==> src/rtl/sampler_cfg_pkg.sv <==
// rtl/sampler_cfg_pkg.sv - shared widths and FSM state type for the sampler config synchroniser
package sampler_cfg_pkg;

  localparam int P1DIV_W = 12;
  localparam int P1CNT_W = 4;
  localparam int P2CNT_W = 10;

  typedef enum logic {
    IDLE = 1'b0,
    PEND = 1'b1
  } state_e;

endpackage : sampler_cfg_pkg

==> src/rtl/sync_ff.sv <==
// rtl/sync_ff.sv - generic multi-stage single-bit synchroniser with async active-low clear
module sync_ff #(
  parameter int STAGES = 2
) (
  input  logic clk_i,
  input  logic rst_ni,
  input  logic d_i,
  output logic q_o
);

  logic [STAGES-1:0] chain_q;

  always_ff @(posedge clk_i or negedge rst_ni) begin
    if (!rst_ni) begin
      chain_q <= '0;
    end else begin
      chain_q <= {chain_q[STAGES-2:0], d_i};
    end
  end

  assign q_o = chain_q[STAGES-1];

endmodule : sync_ff

==> src/rtl/sampler_cfg_sync.sv <==
// rtl/sampler_cfg_sync.sv - synchronises divider reset/enable and applies config updates at safe points
module sampler_cfg_sync
  import sampler_cfg_pkg::*;
#(
  parameter int SYNC_STAGES = 2
) (
  input  logic               HF_CLK,
  input  logic               NRST,
  input  logic               ENSAMP,
  input  logic               TEMP_RUN,
  input  logic [P1DIV_W-1:0] PHASE1DIV1,
  input  logic [P1CNT_W-1:0] PHASE1COUNT,
  input  logic [P2CNT_W-1:0] PHASE2COUNT,
  input  logic               CFG_UPD_REQ,
  input  logic               phase,
  output logic               NRST_sync,
  output logic               ENSAMP_sync,
  output logic [P1DIV_W-1:0] PHASE1DIV1_sync,
  output logic [P1CNT_W-1:0] PHASE1COUNT_sync,
  output logic [P2CNT_W-1:0] PHASE2COUNT_sync,
  output logic               CFG_UPD_ACK,
  output logic               CFG_PENDING,
  output logic               CFG_OVERRUN
);

  state_e             state_q, state_d;
  logic [P1DIV_W-1:0] p1div_q, p1div_d;
  logic [P1CNT_W-1:0] p1cnt_q, p1cnt_d;
  logic [P2CNT_W-1:0] p2cnt_q, p2cnt_d;
  logic               ack_q, ack_d;
  logic               overrun_q, overrun_d;
  logic               req_hist_q;
  logic               phase_dly_q;
  logic               req_sync;
  logic               req_edge;
  logic               phase_rise;
  logic               en;
  logic               imm;
  logic               load;

  // Reset release chain: D tied high, cleared asynchronously by the raw reset.
  sync_ff #(.STAGES(SYNC_STAGES)) u_nrst_sync (
    .clk_i  (HF_CLK),
    .rst_ni (NRST),
    .d_i    (1'b1),
    .q_o    (NRST_sync)
  );

  sync_ff #(.STAGES(SYNC_STAGES)) u_ensamp_sync (
    .clk_i  (HF_CLK),
    .rst_ni (NRST),
    .d_i    (ENSAMP),
    .q_o    (ENSAMP_sync)
  );

  sync_ff #(.STAGES(SYNC_STAGES)) u_req_sync (
    .clk_i  (HF_CLK),
    .rst_ni (NRST),
    .d_i    (CFG_UPD_REQ),
    .q_o    (req_sync)
  );

  assign en         = ENSAMP_sync | TEMP_RUN;
  assign req_edge   = req_sync ^ req_hist_q;
  assign phase_rise = phase & ~phase_dly_q;
  // Without a silence boundary there is no safer moment than now.
  assign imm        = (p1div_q == '0) || (p2cnt_q == '0);

  always_comb begin
    state_d   = state_q;
    load      = 1'b0;
    overrun_d = overrun_q;
    unique case (state_q)
      IDLE: begin
        if (req_edge) begin
          if (!en || imm) begin
            load = 1'b1;
          end else begin
            state_d = PEND;
          end
        end
      end
      PEND: begin
        if (phase_rise || !en || imm) begin
          load    = 1'b1;
          state_d = IDLE;
        end
        if (req_edge) begin
          overrun_d = 1'b1;
        end
      end
      default: state_d = IDLE;
    endcase
  end

  always_comb begin
    p1div_d = p1div_q;
    p1cnt_d = p1cnt_q;
    p2cnt_d = p2cnt_q;
    ack_d   = ack_q;
    if (load) begin
      p1div_d = PHASE1DIV1;
      p1cnt_d = PHASE1COUNT;
      p2cnt_d = PHASE2COUNT;
      ack_d   = ~ack_q;
    end
  end

  always_ff @(posedge HF_CLK or negedge NRST) begin
    if (!NRST) begin
      state_q     <= IDLE;
      p1div_q     <= '0;
      p1cnt_q     <= '0;
      p2cnt_q     <= '0;
      ack_q       <= 1'b0;
      overrun_q   <= 1'b0;
      req_hist_q  <= 1'b0;
      phase_dly_q <= 1'b0;
    end else begin
      state_q     <= state_d;
      p1div_q     <= p1div_d;
      p1cnt_q     <= p1cnt_d;
      p2cnt_q     <= p2cnt_d;
      ack_q       <= ack_d;
      overrun_q   <= overrun_d;
      req_hist_q  <= req_sync;
      phase_dly_q <= phase;
    end
  end

  assign PHASE1DIV1_sync  = p1div_q;
  assign PHASE1COUNT_sync = p1cnt_q;
  assign PHASE2COUNT_sync = p2cnt_q;
  assign CFG_UPD_ACK      = ack_q;
  assign CFG_PENDING      = (state_q == PEND);
  assign CFG_OVERRUN      = overrun_q;

endmodule : sampler_cfg_sync

==> config.mk <==
export PLATFORM = sky130hd
export DESIGN_NAME = sampler_cfg_sync
export DESIGN_NICKNAME = d
export VERILOG_FILES = /design/src/rtl/sampler_cfg_pkg.sv /design/src/rtl/sync_ff.sv /design/src/rtl/sampler_cfg_sync.sv
export SDC_FILE = /design/constraint.sdc
export NUM_CORES = 1
export LEC_CHECK = 0
export CORE_UTILIZATION = 38
export CTS_BUF_LIST = sky130_fd_sc_hd__clkbuf_2 sky130_fd_sc_hd__clkbuf_4 sky130_fd_sc_hd__clkbuf_8
export DETAILED_ROUTE_END_ITERATION = 16
export PLACE_DENSITY = 0.78
export SLEW_MARGIN = 20
export SYNTH_ARGS = -nofsm -noshare
export SYNTH_HDL_FRONTEND = slang
export SYNTH_SLANG_ARGS = --single-unit
==> constraint.sdc <==
create_clock -name HF_CLK -period 1.66 [get_ports HF_CLK]
set_input_delay 0.415 -clock HF_CLK [delete_from_list [all_inputs] [get_ports HF_CLK]]
set_output_delay 0.415 -clock HF_CLK [all_outputs]
set_load 0.02 [all_outputs]
Word-level counts from Yosys, hierarchy flattened:

Cells that the tools add are included.

* muxes and demuxes: 8
* bitwise operators: 6
* reduce and logical (&&, ||, !) cells: 8

Operator list (count)
* zero test 12 bit: 1
* zero test 10 bit: 1
* two-way mux 1 bit: 6
* logical OR 1 bit: 4
* one-hot mux 1 bit (2 select lines): 2
* inverter 1 bit: 3
* AND reduction 2 bit: 1
* bitwise AND 1 bit: 1
* zero test 1 bit: 1
* bitwise OR 1 bit: 1
* XOR 1 bit: 1

* register bits after elaboration: 37
* word-level logic and storage cells: 33
* bits of input ports: 32
* output and inout bits: 31

Longest topological paths before layout:

Gate-level depths: netlist (run 1).

* word-level depth: 6
* mapped depth: 6
* gate-level depth less buffers: 5

Modules after synthesis:

From an unflattened synthesis (run 1), not the netlist that was laid out.

* cells, all modules: 83
* area total of the unflattened synthesis: 1361.3 um^2

By module, submodules not included
* sampler_cfg_sync: area each 1211.2 um^2, cells an instance 77, seq. area each 775.7 um^2, times used 1
* sync_ff: area each 50.0 um^2, cells an instance 2, seq. area each 50.0 um^2, times used 3

Worst setup path after synthesis (run 1):

OpenSTA, ideal clock, no wires.

* path kind: reg2reg
* start: reg p1div_q[2], in the netlist PHASE1DIV1_sync[2]
* end: reg p1div_q[10], in the netlist PHASE1DIV1_sync[10]
* buffers on the path: 1
* data arrival time: 1.756 ns
* setup slack: -0.220 ns
* stages on the path, launching flop included: 7
* cells stage by stage: dfrtp_1 nor4_1 a31oi_1 nand3_1 a21oi_2 buf_6 mux2_2

* longest elaborated chain between the ends: 6

Ends and longest elaborated chain
* from (decl): RTL line sampler_cfg_sync.sv:27 `logic [P1DIV_W-1:0] p1div_q, p1div_d;`
* from (signal assigned): RTL line sampler_cfg_sync.sv:121 `p1div_q <= p1div_d;`
* zero test 12 bit (*): RTL line sampler_cfg_sync.sv:67 `assign imm = (p1div_q == '0) || (p2cnt_q == '0);`
* logical OR 1 bit (*): RTL line sampler_cfg_sync.sv:67
* logical OR 1 bit: RTL line sampler_cfg_sync.sv:76 `if (!en || imm) begin`
* two-way mux 1 bit: RTL line sampler_cfg_sync.sv:76
* two-way mux 1 bit: RTL line sampler_cfg_sync.sv:75 `if (req_edge) begin`
* one-hot mux 1 bit (2 select lines) (*): RTL line sampler_cfg_sync.sv:73 `unique case (state_q)`

Every way passes the cells marked *; elsewhere a longest branch is shown, timed or not.
A chain may end at the register's enable or synchronous reset.

Worst setup path after layout (run 1):

* start: reg p1div_q[6], in the netlist PHASE1DIV1_sync[6]
* end: reg p1div_q[7], in the netlist PHASE1DIV1_sync[7]

Same word-level chain as after synthesis.

==> metrics.yaml, run 1 <==
timing:
  fin_setup_tns_ns: -3.955
  hold_ws_ns: 0.02929
  grt_setup_unrepaired: "yes"
  max_clock_freq_mhz: 544.2
  clock-skew-final_ns: 0.01469
  hold_viol: 0
  fin_crit_sh: 1.107
  period_needed_ns: 1.838
  post-route-worst-setup-slack_ns: -0.1775
  slew_viol_final: 0
  finalSetupViolCount: 27
clocking:
  clock_latency_ns: 0.33
  post_cts_buffers: 0
  cts_buffer_depth: 2
  cts.sinks: 37
  root_buffer: "clkbuf_4"
  path_clk_slew_ns: 0.11
  cts_tree: "built"
  cts_inserted_buffers: 5
  ctsHoldBuffers: 0
  cts_max_level: 2
run_status:
  violations: "negative setup slack"
  outcome: "finished with violations"
final_layout:
  final_cell_mix: "clkdlybuf4s50_1, mux2_2, dfrtp_1, buf_4, dlygate4sd2_1"
  final_area_um2: 2370
  n_antenna_cell: 0
  instances_no_fill: 226
  layout-drive-gt1-share: 0.4833
  layout.nets: 211
  final_common_cell: "clkdlybuf4s50_1"
  fill_cells: 255
  syn2layout_area_growth_pct: 73.60
floorplan:
  row_count: 21
  fp.dieW_um: 61.94
  ios: 63
  dieArea_um2: 3836
  initial_core_util: 0.4027
  core_um2: 3390
  die_h_um: 61.94
worst_setup_path:
  r2r_slack_ns: -0.18
  rr_worst_depth: 6
  cp.arrival_ns: 2.06
  worstSetupPathType: "reg2reg"
  critPathLaunchType: "flip-flop"
  end_kind: "flip-flop"
  cp_max_fo: 7
  worstPathRequired_ns: 1.88
  r2r-start: "PHASE1DIV1_sync[6]$_DFFE_PN0P_"
  r2r_end: "PHASE1DIV1_sync[7]$_DFFE_PN0P_"
synthesis:
  synth_nets: 118
  syn_area_um2: 1365
  ys_warn_count: 0
  syn_area_per_cell_um2: 15.87
  synth-seq-area-share: 0.6783
  synthCells: 86
  yosys_register_bits: 37
  synth_cell_types: 17
power_and_ir_drop:
  seqPwrFrac: 0.424
  p_int_mw: 2.051
  p_per_area_nw_per_um2: 1315
  switching_share: 0.3415
  cellLeakagePower_nw: 1.038
  peakVddDrop_mv: 0.7089
  p_clk_frac: 0.152
  pwr-share-comb: 0.424
  switchingPower_mw: 1.064
  p_total_mw: 3.116
job:
  cap_viol_max_count: 0
drt:
  drtPass1Iterations: 3
  num_vias: 1052
  final_antenna_net_count: 0
  drt-total-wl_um: 3502
  routedWlPerCell_um: 15.50
  drtIter0Drc: 13
  drc: 0
  via_per_inst: 4.655
grt:
  grt_pass1_vias: 1101
  antenna_found_initial: 0
  grt_start_max_net_pins: 24
  gr-total-overflow: 0
  grt_pass1_wl_um: 4995
  track_usage: 0.1891
place:
  placed_cells: 217
  gp_congestion: 0.6891
  place_area_um2: 2251
  port_buffers: 62
  hpwlAfterDp_um: 2536
min_path:
  hold_path.class: "in2async"
-- cells in the mapped netlist --
library cell	n	share of area
conb_1	1	0.0027
and3_2	1	0.0055
o21bai_1	1	0.0055
nor4_1	5	0.023
nand2_1	1	0.0027
inv_1	1	0.0027
nor2_1	2	0.0055
a31oi_1	1	0.0046
xnor2_1	2	0.013
mux2_2	26	0.21
o21ai_0	1	0.0037
a21oi_2	1	0.0064
nand2b_1	1	0.0046
buf_6	2	0.016
dfrtp_1	37	0.68
a21oi_1	1	0.0037
nand3_1	2	0.0073
-- state kept, by name (all words and copies together) (netlist names) --
| signal | flops |
|---|---|
| phase_dly_q | 1 |
| PHASE1DIV1_sync | 12 |
| req_hist_q | 1 |
| PHASE1COUNT_sync | 4 |
| CFG_PENDING | 1 |
| PHASE2COUNT_sync | 10 |
| u_nrst_sync.chain_q | 2 |
| u_req_sync.chain_q | 2 |
| CFG_UPD_ACK | 1 |
| CFG_OVERRUN | 1 |
| u_ensamp_sync.chain_q | 2 |
-- layout make-up --
type	count	area, µm²	share of cell area
Clock buffer	7	52.55	0.02218
Tap cell	46	57.56	0.02429
Sequential cell	37	940.9	0.3970
Clock inverter	1	5.005	0.002112
Multi-Input combinational cell	46	498.0	0.2101
Inverter	1	3.754	0.001584
Timing Repair Buffer	88	812.0	0.3427
-- power groups by stage --
stage               sequential (mW)  combinational [mW]  clock, mW
detailed placement             1.29                1.43          0
finish                         1.32                1.32      0.473
CTS                            1.29                1.28      0.487
global placement               1.27                1.40          0
global route                   1.35                1.42      0.525
floorplan                      1.58               0.287          0
-- cell families (layout without fill, tap and decap cells) --
family,after synthesis,in the layout,synth area share
AOI/OAI and AO/OA,5,5,0.02383
xor gates and xnor gates,2,2,0.01283
buffers and inverters,3,97,0.01924
DFF,37,37,0.6783
muxes,26,26,0.2145
other,1,1,0.002747
and+or+nand+nor,12,12,0.04858
-- how the worst max path moves through the flow --
stage	from	endpoint	slack, ns	depth (start not counted)
2_1_floorplan	PHASE1DIV1_sync[1]$_DFFE_PN0P_	PHASE1DIV1_sync[10]$_DFFE_PN0P_	-0.08	6
3_3_place_gp	TEMP_RUN	PHASE1DIV1_sync[0]$_DFFE_PN0P_	-0.47	7
3_5_place_dp	TEMP_RUN	PHASE1DIV1_sync[2]$_DFFE_PN0P_	-0.56	7
4_1_cts	TEMP_RUN	PHASE1DIV1_sync[2]$_DFFE_PN0P_	-0.19	7
5_1_grt	PHASE1DIV1_sync[6]$_DFFE_PN0P_	PHASE2COUNT_sync[2]$_DFFE_PN0P_	-0.26	6
6_report	PHASE1DIV1_sync[6]$_DFFE_PN0P_	PHASE1DIV1_sync[7]$_DFFE_PN0P_	-0.18	6
-- critical path, stage by stage, from the launching register on --
cell and delay [ns]:
dfrtp_2 0.44, nor4_4 0.36, a31oi_4 0.16, a21oi_2 0.22
a21oi_4 0.08, clkbuf_16 0.17, mux2_2 0.28
-- repair_timing --
| action | CTS | global route |
|---|---|---|
| gates cloned | 0 | 1 |
| setup endpoints to repair | 58 | 35 |
| pin swaps | 1 | 3 |
| resized for setup | 38 | 22 |
-- layer usage --
metal / share of wire / global-route usage / vias to the layer above
li1: - / - / 493
met1: 0.39 / 0.2030 / 513
met2: 0.56 / 0.3564 / 41
met3: 0.039 / 0.03106 / 5
met4: 0.014 / 0.09524 / 0
met5: 0 / 0 / -
-- stage by stage --
step | utilization | setup slack, ns
after CTS | 0.6814 | -0.1902
after global placement | 0.6641 | -0.4693
after detailed placement | 0.6641 | -0.5602
final | 0.6992 | -0.1775
after global routing | 0.6992 | -0.2589
after floorplan | - | -0.08022
No activity file was read; power rests on OpenSTA's default activity.
==> run 2, diff against run 1 <==
--- a/config.mk
+++ b/config.mk
@@ -5,10 +5,12 @@
 export SDC_FILE = /design/constraint.sdc
 export NUM_CORES = 1
 export LEC_CHECK = 0
+export CORE_MARGIN = 4
 export CORE_UTILIZATION = 38
 export CTS_BUF_LIST = sky130_fd_sc_hd__clkbuf_2 sky130_fd_sc_hd__clkbuf_4 sky130_fd_sc_hd__clkbuf_8
 export DETAILED_ROUTE_END_ITERATION = 16
 export PLACE_DENSITY = 0.78
+export SETUP_SLACK_MARGIN = 0.1
 export SLEW_MARGIN = 20
 export SYNTH_ARGS = -nofsm -noshare
 export SYNTH_HDL_FRONTEND = slang
==> run 2 against run 1 <==
Against the previous run: the run still ends with negative setup slack left; register-to-register slack better by 0.06 ns; critical path depth stayed put; combinational power hardly changed; final cell count is 0.44% lower; clock-buffer cell count stayed put; critical endpoint is now PHASE1DIV1_sync[10]$_DFFE_PN0P_; largest cell class unchanged; highest routed layer unchanged.
==> metrics.yaml, run 2 (synthesized netlist as in run 1, its figures left out) <==
worst_setup_path:
  startpoint: "PHASE1DIV1_sync[6]$_DFFE_PN0P_"  # unchanged
  cp_cell_sequence: "nor4_4 > a31oi_4 > nand3_2 > a21oi_4 > clkbuf_16 > mux2_2"  # was nor4_4 > a31oi_4 > a21oi_2 > a21oi_4 > clkbuf_16 > mux2_2
  rr_worst_depth: 6  # unchanged
  slowest_stage: "dfrtp_2"  # unchanged
  r2r_end: "PHASE1DIV1_sync[10]$_DFFE_PN0P_"  # was PHASE1DIV1_sync[7]$_DFFE_PN0P_
  worstPathRequired_ns: 1.89  # was 1.88 ns
  worstSetupPathType: "reg2reg"  # unchanged
  cp.arrival_ns: 2.01  # was 2.06 ns
  r2r_slack_ns: -0.12  # was -0.18 ns
  r2r-start: "PHASE1DIV1_sync[6]$_DFFE_PN0P_"  # unchanged
  end_kind: "flip-flop"  # unchanged
  critPathLaunchType: "flip-flop"  # unchanged
  cp_slowest_stage_delay_ns: 0.41  # was 0.44 ns
  cp_max_fo: 6  # was 7
  cp-endpoint: "PHASE1DIV1_sync[10]$_DFFE_PN0P_"  # was PHASE1DIV1_sync[7]$_DFFE_PN0P_
clocking:
  cts_buffer_depth: 2  # unchanged
  cts.sinks: 37  # unchanged
  path_clk_slew_ns: 0.11  # about the same
  post_cts_buffers: 0  # unchanged
  cts_inserted_buffers: 5  # unchanged
  root_buffer: "clkbuf_4"  # unchanged
  clock_latency_ns: 0.34  # was 0.33 ns
  cts_tree: "built"  # unchanged
  cts_max_level: 2  # unchanged
run_status:
  violations: "negative setup slack"  # unchanged
  outcome: "finished with violations"  # unchanged
drt:
  num_vias: 1063  # was 1052
  final_antenna_net_count: 0  # unchanged
  drt-total-wl_um: 3708  # was 3502 µm
  drtPass1Iterations: 2  # was 3
  drtIter0Drc: 17  # was 13
  via_per_inst: 4.724  # was 4.655
  drc: 0  # unchanged
  routedWlPerCell_um: 16.48  # was 15.50 µm
timing:
  hold_viol: 0  # unchanged
  grt_setup_unrepaired: "yes"  # unchanged
  finalSetupViolCount: 26  # was 27
  period_needed_ns: 1.779  # was 1.838 ns
  max_clock_freq_mhz: 562.0  # was 544.2 MHz
  fin_crit_sh: 1.072  # was 1.107
  slew_viol_final: 0  # unchanged
  fin_setup_tns_ns: -2.274  # was -3.955 ns
  clock-skew-final_ns: 0.01085  # was 0.01469 ns
  post-route-worst-setup-slack_ns: -0.1193  # was -0.1775 ns
grt:
  grt_start_max_net_pins: 38  # was 24
  gr-total-overflow: 0  # unchanged
  grt_pass1_vias: 1134  # was 1101
  grt_pass1_wl_um: 5471  # was 4995 µm
  antenna_found_initial: 0  # unchanged
  track_usage: 0.1650  # was 0.1891
final_layout:
  instances_no_fill: 225  # was 226
  n_antenna_cell: 0  # unchanged
  layout-drive-gt1-share: 0.5642  # was 0.4833
  layout.nets: 210  # was 211
  final_cell_mix: "clkdlybuf4s50_1, mux2_2, dfrtp_1, buf_4, buf_2"  # was clkdlybuf4s50_1, mux2_2, dfrtp_1, buf_4, dlygate4sd2_1
  largest_register_ffs: 12  # unchanged
  final_common_cell: "clkdlybuf4s50_1"  # unchanged
  syn2layout_area_growth_pct: 72.41  # was 73.60%
place:
  port_buffers: 62  # unchanged
  gp_congestion: 0.7093  # was 0.6891
  placed_cells: 215  # was 217
  hpwlAfterDp_um: 2653  # was 2536 µm
floorplan:
  ios: 63  # unchanged
  dieArea_um2: 4615  # was 3836 µm²
  fp.dieW_um: 67.94  # was 61.94 µm
  row_count: 21  # unchanged
  initial_core_util: 0.4027  # unchanged
  die_h_um: 67.94  # was 61.94 µm
  core_um2: 3390  # unchanged
power_and_ir_drop:
  peakVddDrop_mv: 0.8440  # was 0.7089 mV
  cellLeakagePower_nw: 1.037  # was 1.038 nW
  p_per_area_nw_per_um2: 1346  # was 1315 nW/µm²
job:
  cap_viol_max_count: 0  # unchanged
min_path:
  hold_path.class: "in2async"  # unchanged
run 2: worst min path at each step:
stage | start | to | slack (ns) | cells past startpoint
6_report | NRST | PHASE1DIV1_sync[1]$_DFFE_PN0P_ | 0.02 | 2
5_1_grt | NRST | PHASE1DIV1_sync[1]$_DFFE_PN0P_ | 0.03 | 2
4_1_cts | NRST | PHASE1DIV1_sync[1]$_DFFE_PN0P_ | 0.02 | 2
3_5_place_dp | u_req_sync.chain_q[0]$_DFF_PN0_ | u_req_sync.chain_q[1]$_DFF_PN0_ | 0.34 | 0
3_3_place_gp | u_ensamp_sync.chain_q[0]$_DFF_PN0_ | u_ensamp_sync.chain_q[1]$_DFF_PN0_ | 0.33 | 0
2_1_floorplan | NRST | CFG_OVERRUN$_DFFE_PN0P_ | 0.12 | 0
run 2: per-stage QoR:
step | util | hold slack (ns) | area (µm²) | worst slack, ns | power [mW]
after global routing | 0.6944 | 0.02681 | 2354 | -0.1827 | 3.339
after global placement | 0.6633 | 0.3330 | 2248 | -0.4810 | 2.667
after floorplan | - | 0.1194 | 1388 | -0.08022 | 1.863
final | 0.6944 | 0.02344 | 2354 | -0.1193 | 3.169
after CTS | 0.6807 | 0.02184 | 2307 | -0.1179 | 3.152
after detailed placement | 0.6633 | 0.3379 | 2248 | -0.5321 | 2.716
run 2: layer usage:
| metal | vias up | routed length [µm] | GRT usage |
|---|---|---|---|
| met3 | 5 | 247 | 0.03284 |
| met1 | 533 | 1339 | 0.1845 |
| met5 | - | 0 | 0 |
| li1 | 487 | - | - |
| met4 | 0 | 62 | 0.08933 |
| met2 | 38 | 2059 | 0.2924 |
run 2: critical path: cells and delay by family (launching register included):
kind,cells,cell delay [ns]
AO/OA/AOI/OAI,2,0.54
flip-flops,1,0.41
multiplexers,1,0.33
buffers and inverters,1,0.22
AND/OR/NAND/NOR,2,0.18
run 2: what timing repair did:
item | 4_1_cts | 5_1_grt
cloned | 0 | 2
resized for setup | 88 | 13
endpoints found under the setup margin | 58 | 35
pin swaps | 0 | 6
hold buffers | 0 | 0
run 2: power by group:
group          switching (mW)  internal (mW)  total, mW
clock network           0.292          0.246      0.538
logic                   0.612          0.683       1.30
registers               0.193           1.14       1.34
total                    1.10           2.07       3.17
run 2: cell type report:
| cell class | instances | area [µm²] |
|---|---|---|
| Clock buffer | 7 | 65.06 |
| Fill cell | 258 | 1036 |
| Tap cell | 46 | 57.56 |
| Clock inverter | 1 | 5.005 |
| Sequential cell | 37 | 940.9 |
| Multi-Input combinational cell | 46 | 506.7 |
| Inverter | 1 | 3.754 |
| Timing Repair Buffer | 87 | 774.5 |
==> variant (flow settings as in run 1) <==
Set the package constant `P2CNT_W` to 20 (it was 10).
--- a/src/rtl/sampler_cfg_pkg.sv
+++ b/src/rtl/sampler_cfg_pkg.sv
@@ -4,5 +4,5 @@
   localparam int P1DIV_W = 12;
   localparam int P1CNT_W = 4;
-  localparam int P2CNT_W = 10;
+  localparam int P2CNT_W = 20;
 
   typedef enum logic {
Interface: changed (resized PHASE2COUNT and PHASE2COUNT_sync); port bits go from 63 to 83. No check against the original RTL was run, so the function may have changed too.
==> variant against run 1 <==
Sequential cell count grew 10. Non-clock buffer count grew 24. Critical path depth decreased by 1. Combinational power grew 25%. Worst setup slack improved by 0.21 ns. Wire length grew 51%. Sequential share of layout area decreased by 4.7 points. Design area is 42% higher. Total power is 28% higher. Area after synthesis up 55%. Clock skew down 0.0090 ns. Highest routed layer unchanged.
==> variant: results (changes against run 1) <==
Hold Slack 0.104 ns (+0.0748 ns); Final nets 315 (+49%); Clock buf/inv share 0.0249 (+0.000629); routing usage on met1 0.242 (+0.0387); Data buffer area share 0.309 (-0.0340); Final period util 0.980 (-0.126); vias in the first global route 1777 (+61%); post_cts resized 45 (+18%); Filler cells 433 (+70%); status finished, final reports clean; peak supply drop 0.000675 V (-4.8%); R2R Path End PHASE1COUNT_sync[1]; area delta synth->final 59.5%; largest net degree at the start of global routing 25 (+4.2%); top cells by count, synth dfrtp_1, nand2_1, o22ai_2, o21ai_0, o2bb2ai_1; via count 1756 (+67%); P_leak 1.47 nW (+42%); Post-CTS Setup Bufs 1 (+1); routed wire length 5280 um (+51%); r2r worst-path depth 5 (-1); Design Power 3.99 mW (+28%); GPL Wtd Cong 0.767 (+11%); dpl cells 331 (+53%); Post-Place Setup Slack -0.264 ns (+0.296 ns); metal2 WL 2650 um (+36%); Compound-Gate Fraction of Synth Area 0.278 (+0.254); Total GRT Usage 0.190 (+0.00136); Worst Path Max Fanout 17 (+10); synth top area cells dfrtp_1, o22ai_2, nand2_1; Synth Net Count 208 (+76%); Non-clk bufs 112 (+27%); Syn Area/Cell 12.7 um2 (-20%); r2r setup slk 0.03 ns (+0.21 ns); FFs & Latches 47 (+27%); Max stage delay cell, worst path dfrtp_1
variant: changes by cell type in the layout (fill, tap and decap cells not counted), moves of 7 or more:
cell / before / now
dfrtp_2: 12 / 1
clkdlybuf4s50_1: 29 / 40
nand2_1: 1 / 29
mux2_2: 26 / 0
o2bb2ai_1: 0 / 9
o21ai_0: 1 / 13
o22ai_2: 0 / 16
clkbuf_4: 7 / 0
a32o_1: 0 / 8
clkdlybuf4s15_1: 8 / 0
dfrtp_1: 25 / 46
dlygate4sd2_1: 19 / 40
variant: worst max-delay path by stage:
stage | endpoint | start | cells after the start
6_report | PHASE1COUNT_sync[1] | PHASE2COUNT_sync[15] | 5
3_3_place_gp | PHASE2COUNT_sync[1] | TEMP_RUN | 5
3_5_place_dp | PHASE2COUNT_sync[0] | TEMP_RUN | 5
5_1_grt | PHASE2COUNT_sync[8] | PHASE2COUNT_sync[15] | 4
2_1_floorplan | CFG_PENDING | PHASE2COUNT_sync[10] | 5
4_1_cts | PHASE2COUNT_sync[0] | PHASE1DIV1_sync[9] | 5
